===== config.mk =====
export PLATFORM = sky130hd
export DESIGN_NAME = barrel_shift_pipe
export DESIGN_NICKNAME = d
export VERILOG_FILES = /design/src/rtl/barrel_shift_pipe.sv
export SDC_FILE = /design/constraint.sdc
export NUM_CORES = 1
export LEC_CHECK = 0
export CAP_MARGIN = 5
export CORE_UTILIZATION = 24
export DETAILED_ROUTE_END_ITERATION = 8
export GPL_TIMING_DRIVEN = 0
export PLACE_DENSITY = 0.51
export SETUP_SLACK_MARGIN = 0.15
export SLEW_MARGIN = 15
export SYNTH_ARGS = -nofsm -noshare
export SYNTH_HDL_FRONTEND = slang
export SYNTH_SLANG_ARGS = --single-unit

===== constraint.sdc =====
create_clock -name clk -period 1.7 [get_ports clk]
set_clock_uncertainty 0.05 [all_clocks]
set_input_delay 0.17 -clock clk [delete_from_list [all_inputs] [get_ports clk]]
set_output_delay 0.17 -clock clk [all_outputs]
set_load 0.05 [all_outputs]

===== src/rtl/barrel_shift_pipe.sv =====
// barrel_shift_pipe
//   Fully pipelined barrel shifter. Each of the log2(WIDTH) shift levels is a
//   registered stage, so stage k applies a shift of 2^k when bit k of the shift
//   amount is set. A valid/ready handshake flows through the stages, so
//   downstream back-pressure stalls the pipe without losing or reordering
//   operations.
//
// Parameters
//   WIDTH      data width, power of two, 4..64
//   SW         shift-amount width, derived as $clog2(WIDTH)
//
// Ports
//   clk        rising-edge clock
//   rst_n      asynchronous active-low reset
//   flush      synchronous clear of every in-flight operation
//   in_valid   operation offered
//   in_ready   operation accepted on this edge when high together with in_valid
//   in_data    operand
//   in_shamt   shift amount, 0..WIDTH-1
//   in_op      00 SLL, 01 SRL, 10 SRA, 11 ROL
//   out_valid  result present
//   out_ready  consumer accepts result
//   out_data   shifted result
//   out_op     op of the result, passed through for writeback decode

module barrel_shift_pipe #(
  parameter  int unsigned WIDTH = 32,
  localparam int unsigned SW    = $clog2(WIDTH)
) (
  input  logic             clk,
  input  logic             rst_n,
  input  logic             flush,
  input  logic             in_valid,
  output logic             in_ready,
  input  logic [WIDTH-1:0] in_data,
  input  logic [SW-1:0]    in_shamt,
  input  logic [1:0]       in_op,
  output logic             out_valid,
  input  logic             out_ready,
  output logic [WIDTH-1:0] out_data,
  output logic [1:0]       out_op
);

  localparam int unsigned S = SW;

  typedef enum logic [1:0] {
    OP_SLL = 2'b00,
    OP_SRL = 2'b01,
    OP_SRA = 2'b10,
    OP_ROL = 2'b11
  } op_e;

  // One shift level: shift by 2^lvl when bit lvl of the shift amount is set.
  // SRA replicates bit WIDTH-1 of the value entering the level; since every
  // earlier level preserved it, that is still the original sign bit.
  function automatic logic [WIDTH-1:0] shift_level(
    input logic [WIDTH-1:0] d,
    input logic [1:0]       op,
    input logic [SW-1:0]    shamt,
    input int unsigned      lvl
  );
    logic [WIDTH-1:0] r;
    int unsigned      amt;
    amt = 32'd1 << lvl;
    r   = d;
    if (shamt[lvl]) begin
      case (op_e'(op))
        OP_SLL:  r = d << amt;
        OP_SRL:  r = d >> amt;
        OP_SRA:  r = $signed(d) >>> amt;
        OP_ROL:  r = (d << amt) | (d >> (WIDTH - amt));
        default: r = d;
      endcase
    end
    return r;
  endfunction

  // Per-stage registers
  logic [S-1:0]     valid_q;
  logic [WIDTH-1:0] data_q  [S];
  logic [SW-1:0]    shamt_q [S];
  logic [1:0]       op_q    [S];

  // ready[k] is the stage-k load enable; ready[S] is the consumer.
  // The chain is combinational so a full pipe with out_ready high has no bubble.
  logic [S:0] ready;

  assign ready[S] = out_ready;

  for (genvar k = 0; k < S; k++) begin : g_stage
    logic             up_valid;
    logic [WIDTH-1:0] up_data;
    logic [SW-1:0]    up_shamt;
    logic [1:0]       up_op;
    logic [WIDTH-1:0] nxt_data;

    if (k == 0) begin : g_first
      always_comb begin
        up_valid = in_valid;
        up_data  = in_data;
        up_shamt = in_shamt;
        up_op    = in_op;
      end
    end else begin : g_next
      always_comb begin
        up_valid = valid_q[k-1];
        up_data  = data_q[k-1];
        up_shamt = shamt_q[k-1];
        up_op    = op_q[k-1];
      end
    end

    always_comb begin
      nxt_data = shift_level(up_data, up_op, up_shamt, k);
    end

    assign ready[k] = !valid_q[k] || ready[k+1];

    // flush only clears valid; payload registers keep loading normally since
    // they are never observed while the matching valid is low.
    always_ff @(posedge clk or negedge rst_n) begin
      if (!rst_n) begin
        valid_q[k] <= 1'b0;
        data_q[k]  <= '0;
        shamt_q[k] <= '0;
        op_q[k]    <= '0;
      end else begin
        if (flush) begin
          valid_q[k] <= 1'b0;
        end else if (ready[k]) begin
          valid_q[k] <= up_valid;
        end
        if (ready[k] && up_valid) begin
          data_q[k]  <= nxt_data;
          shamt_q[k] <= up_shamt;
          op_q[k]    <= up_op;
        end
      end
    end
  end

  assign in_ready  = ready[0];
  assign out_valid = valid_q[S-1];
  assign out_data  = data_q[S-1];
  assign out_op    = op_q[S-1];

endmodule


==> results.py <==
metrics = {
    "status": {
        "status": "finished with violations",
        "violations": "setup timing",
    },
    "place": {
        "io_buffers": 78,
        "hpwl_um": 25100,
        "place.gp.congestion": 0.906,
        "placed_cell_area_mm2": 0.0124,
    },
    "drt": {
        "first_iter_violations": 557,
        "ant_nets": 0,
        "post_drt_via_cell_ratio": 5.03,
        "drc": 0,
        "vias": 9088,
        "dr.pass1.iters": 6,
        "route.final.wire_length_um": 35300,
        "routedWlPerCell_um": 19.6,
    },
    "critical_path": {
        "cp_cell_sequence": "and4b_1, buf_6, and2_4, buf_6, buf_8, clkinvlp_4, buf_8",
        "cp_slowest_cell": "dfrtp_2",
        "crit_type": "flop to output port",
        "cp-end-kind": "output port",
        "r2r-start": "g_stage[4].up_valid",
        "crit_family": "buffers and inverters",
        "rr_endpoint": "g_stage[4].up_data[9]",
        "reg2regPathDepth": 10,
        "worst-path-buf-inv": 5,
        "path_max_fanout": 2,
        "worstSetupStartpointType": "flop",
        "slowest_delay_ps": 440,
        "required_ps": 1480,
        "ff2ff_setup_slack_ps": -260,
        "critical_path_arrival_ps": 1780,
    },
    "min_path": {
        "whs_path_depth": 3,
        "holdCritStartpoint": "in_shamt[0]",
        "hp-class": "input pin to flop",
        "hold_end": "g_stage[1].up_data[30]",
    },
    "synthesis": {
        "synthMuxAreaShare_pct": 13.2,
        "synth_fa_ha_area_share_pct": 0,
        "synth-xor-area-share_pct": 0.847,
        "synth_compound_area_share_pct": 25.8,
        "synth_top_area_share_pct": 43.5,
        "synth_top_cell_by_area": "dfrtp_1",
        "yosys_warnings": 0,
        "syn_nets": 1092,
        "synth-edff-count": 0,
        "synthTopCellsByArea": "dfrtp_1 44%, mux2i_1 9.7%, o21ai_0 5.5%, o211ai_1 4.1%, nand2b_1 3.9%",
        "synth_top_family_by_area": "compound AO/OA/AOI/OAI gates",
        "synth_top_flop_cell": "dfrtp_1",
        "synth-simple-area-share_pct": 9.28,
        "avgSynthCellArea_um2": 10.2,
        "syn-cell-area_mm2": 0.0106,
        "synth_seq_cells": 185,
        "synth-seq-area-share_pct": 43.5,
        "synthArstFlopShare_pct": 100,
        "syn_inst": 1048,
        "synthDistinctLibCells": 43,
    },
    "final_layout": {
        "final_common_cell": "dfrtp_1",
        "fillers": 4440,
        "register_area_mm2": 0.00463,
        "nNetsFinal": 1251,
        "final_layout_size_suffix_gt1_share_pct": 30.2,
        "n_antenna_cell": 0,
        "layout_common_cells": "183 x dfrtp_1, 103 x mux2i_1, 69 x o21ai_0",
        "synthToLayoutAreaGrowth_pct": 36.9,
        "utilization_pct": 33.6,
        "fin_area_mm2": 0.0146,
        "multiInputGateArea_mm2": 0.00605,
    },
    "clock_network": {
        "clkLatencyLatePin_ps": 440,
        "tritoncts": "done",
        "cts_max_level": 4,
        "cts_buffers": 17,
        "clock-sinks": 185,
        "clockBufferDepth": 2,
        "root_buffer": "clkbuf_16",
        "path_clk_slew_ps": 70,
    },
    "timing": {
        "fmax_mhz": 499,
        "slew_viol_final": 0,
        "whs_ps": 182,
        "finalHoldViolations": 0,
        "min_period_ps": 2000,
        "layout_setup_ws_ps": -305,
        "finalCritPeriodShare_pct": 118,
        "setup_tns_ps": -27270,
        "grt_setup_unrepaired": "true",
        "slew_headroom_pct": 44.6,
        "worst_pin_slew_ps": 832,
        "setup_viol": 177,
    },
    "global_route": {
        "grt_first_pass_wirelength_um": 54000,
        "grt_max_degree": 95,
        "antenna_found_initial": 0,
        "grt_pass1_vias": 9282,
        "globalRouteOverflowTotal": 0,
        "grt_use_total_pct": 15.5,
    },
    "power_and_ir_drop": {
        "internal_power_uw": 10700,
        "clockPowerShare_pct": 20.6,
        "power_frac_seq_pct": 39.5,
        "power.total_uw": 18600,
        "cellPowerDensity_mw_per_mm2": 1280,
        "p_sw_uw": 7920,
        "combinationalPowerShare_pct": 39.9,
        "ir_drop_mv": 0.660,
        "p_leak_uw": 0.00597,
        "switching_share_pct": 42.5,
    },
    "floorplan": {
        "dieArea_mm2": 0.0452,
        "initial_core_util_pct": 24.5,
        "rows": 76,
        "die_w_um": 213,
        "fp.dieH_um": 213,
        "core_area_mm2": 0.0434,
        "io_pins": 80,
    },
    "job": {
        "maxCapViolCount": 0,
    },
}
## flip-flops by register name, indices dropped and copies added (netlist names)
signal	count
g_stage.up_shamt	10
g_stage.up_op	8
out_data	32
g_stage.up_data	128
out_op	2
g_stage.up_valid	4
out_valid	1
## metrics by stage
| step | worst slack, ps | cells |
|---|---|---|
| after floorplan | -8.46 | 1048 |
| after global placement | -8390 | 1711 |
| after detailed placement | -910 | 1712 |
| after CTS | -308 | 1777 |
| after global routing | -369 | 1805 |
| final | -305 | 1805 |
## cell families (layout without fill, tap and decap cells)
| group | count (synthesis) | after routing |
|---|---|---|
| compound gates | 380 | 380 |
| flops | 185 | 185 |
| buf+inv | 177 | 349 |
| simple gates | 164 | 164 |
| mux | 136 | 136 |
| xor+xnor | 6 | 6 |
## how the worst max path moves through the flow
| stage | cells past startpoint | start | end |
|---|---|---|---|
| after floorplan | 6 | out_valid | in_ready |
| after global placement | 1 | rst_n | out_valid |
| after CTS | 7 | out_valid | in_ready |
| final | 7 | out_valid | in_ready |
| after detailed placement | 8 | out_ready | in_ready |
| after global routing | 7 | g_stage[4].up_valid | in_ready |
## worst reg2reg max path, stage by stage (launching register included)
cell and delay [ps]:
dfrtp_1 420, buf_6 130, buf_6 100, buf_6 110
buf_8 120, buf_6 110, and3b_2 310, buf_6 160
buf_6 110, o21ai_2 130, o211ai_1 90
## per-layer routing
metal | track usage, % | wire length (um) | part of all wire [%]
met4 | 5.46 | 1160 | 3.3
met3 | 2.19 | 1310 | 3.7
met1 | 20.2 | 16000 | 45
met5 | 0 | 0 | 0
met2 | 26.0 | 16800 | 48
## what timing repair did
action	4_1_cts	5_1_grt
hold endpoints to repair	91	0
hold buffers	1	0
gates cloned	7	8
buffers inserted	25	21
pin swaps	17	60
endpoints found under the setup margin	215	226
resized for setup	265	186
## synthesized netlist by cell type, types with 8 or more instances
master	instances
o32ai_1	37
buf_2	25
clkbuf_1	64
o21ai_0	116
o31ai_1	21
o211ai_1	58
nand2b_1	67
mux2_1	14
a22oi_1	16
o2bb2ai_1	16
mux2i_1	103
a221oi_1	13
nand4_1	44
a21oi_1	38
inv_1	68
a211oi_1	27
mux2_2	19
nor2_1	24
buf_4	8
o32ai_2	23
dfrtp_1	185
buf_6	8
## area by class of cell
cell class	count	share of cell area, %
multi-input cells	686	41.5
flip-flops and latches	185	31.8
repair buffers	141	10.2
plain buffers	108	5.82
well taps	585	5.03
clock buffers	21	3.16
inverters	68	1.81
clock inverters	11	0.601
## power groups by stage
| stage | logic, uW | registers [uW] | clock network, uW |
|---|---|---|---|
| 3_3_place_gp | 6910 | 7220 | 0 |
| 4_1_cts | 7130 | 7230 | 3910 |
| 5_1_grt | 8000 | 7490 | 4080 |
| 2_1_floorplan | 3910 | 7730 | 0 |
| 6_report | 7440 | 7350 | 3840 |
| 3_5_place_dp | 6950 | 7240 | 0 |
No activity file was read; power rests on OpenSTA's default activity.
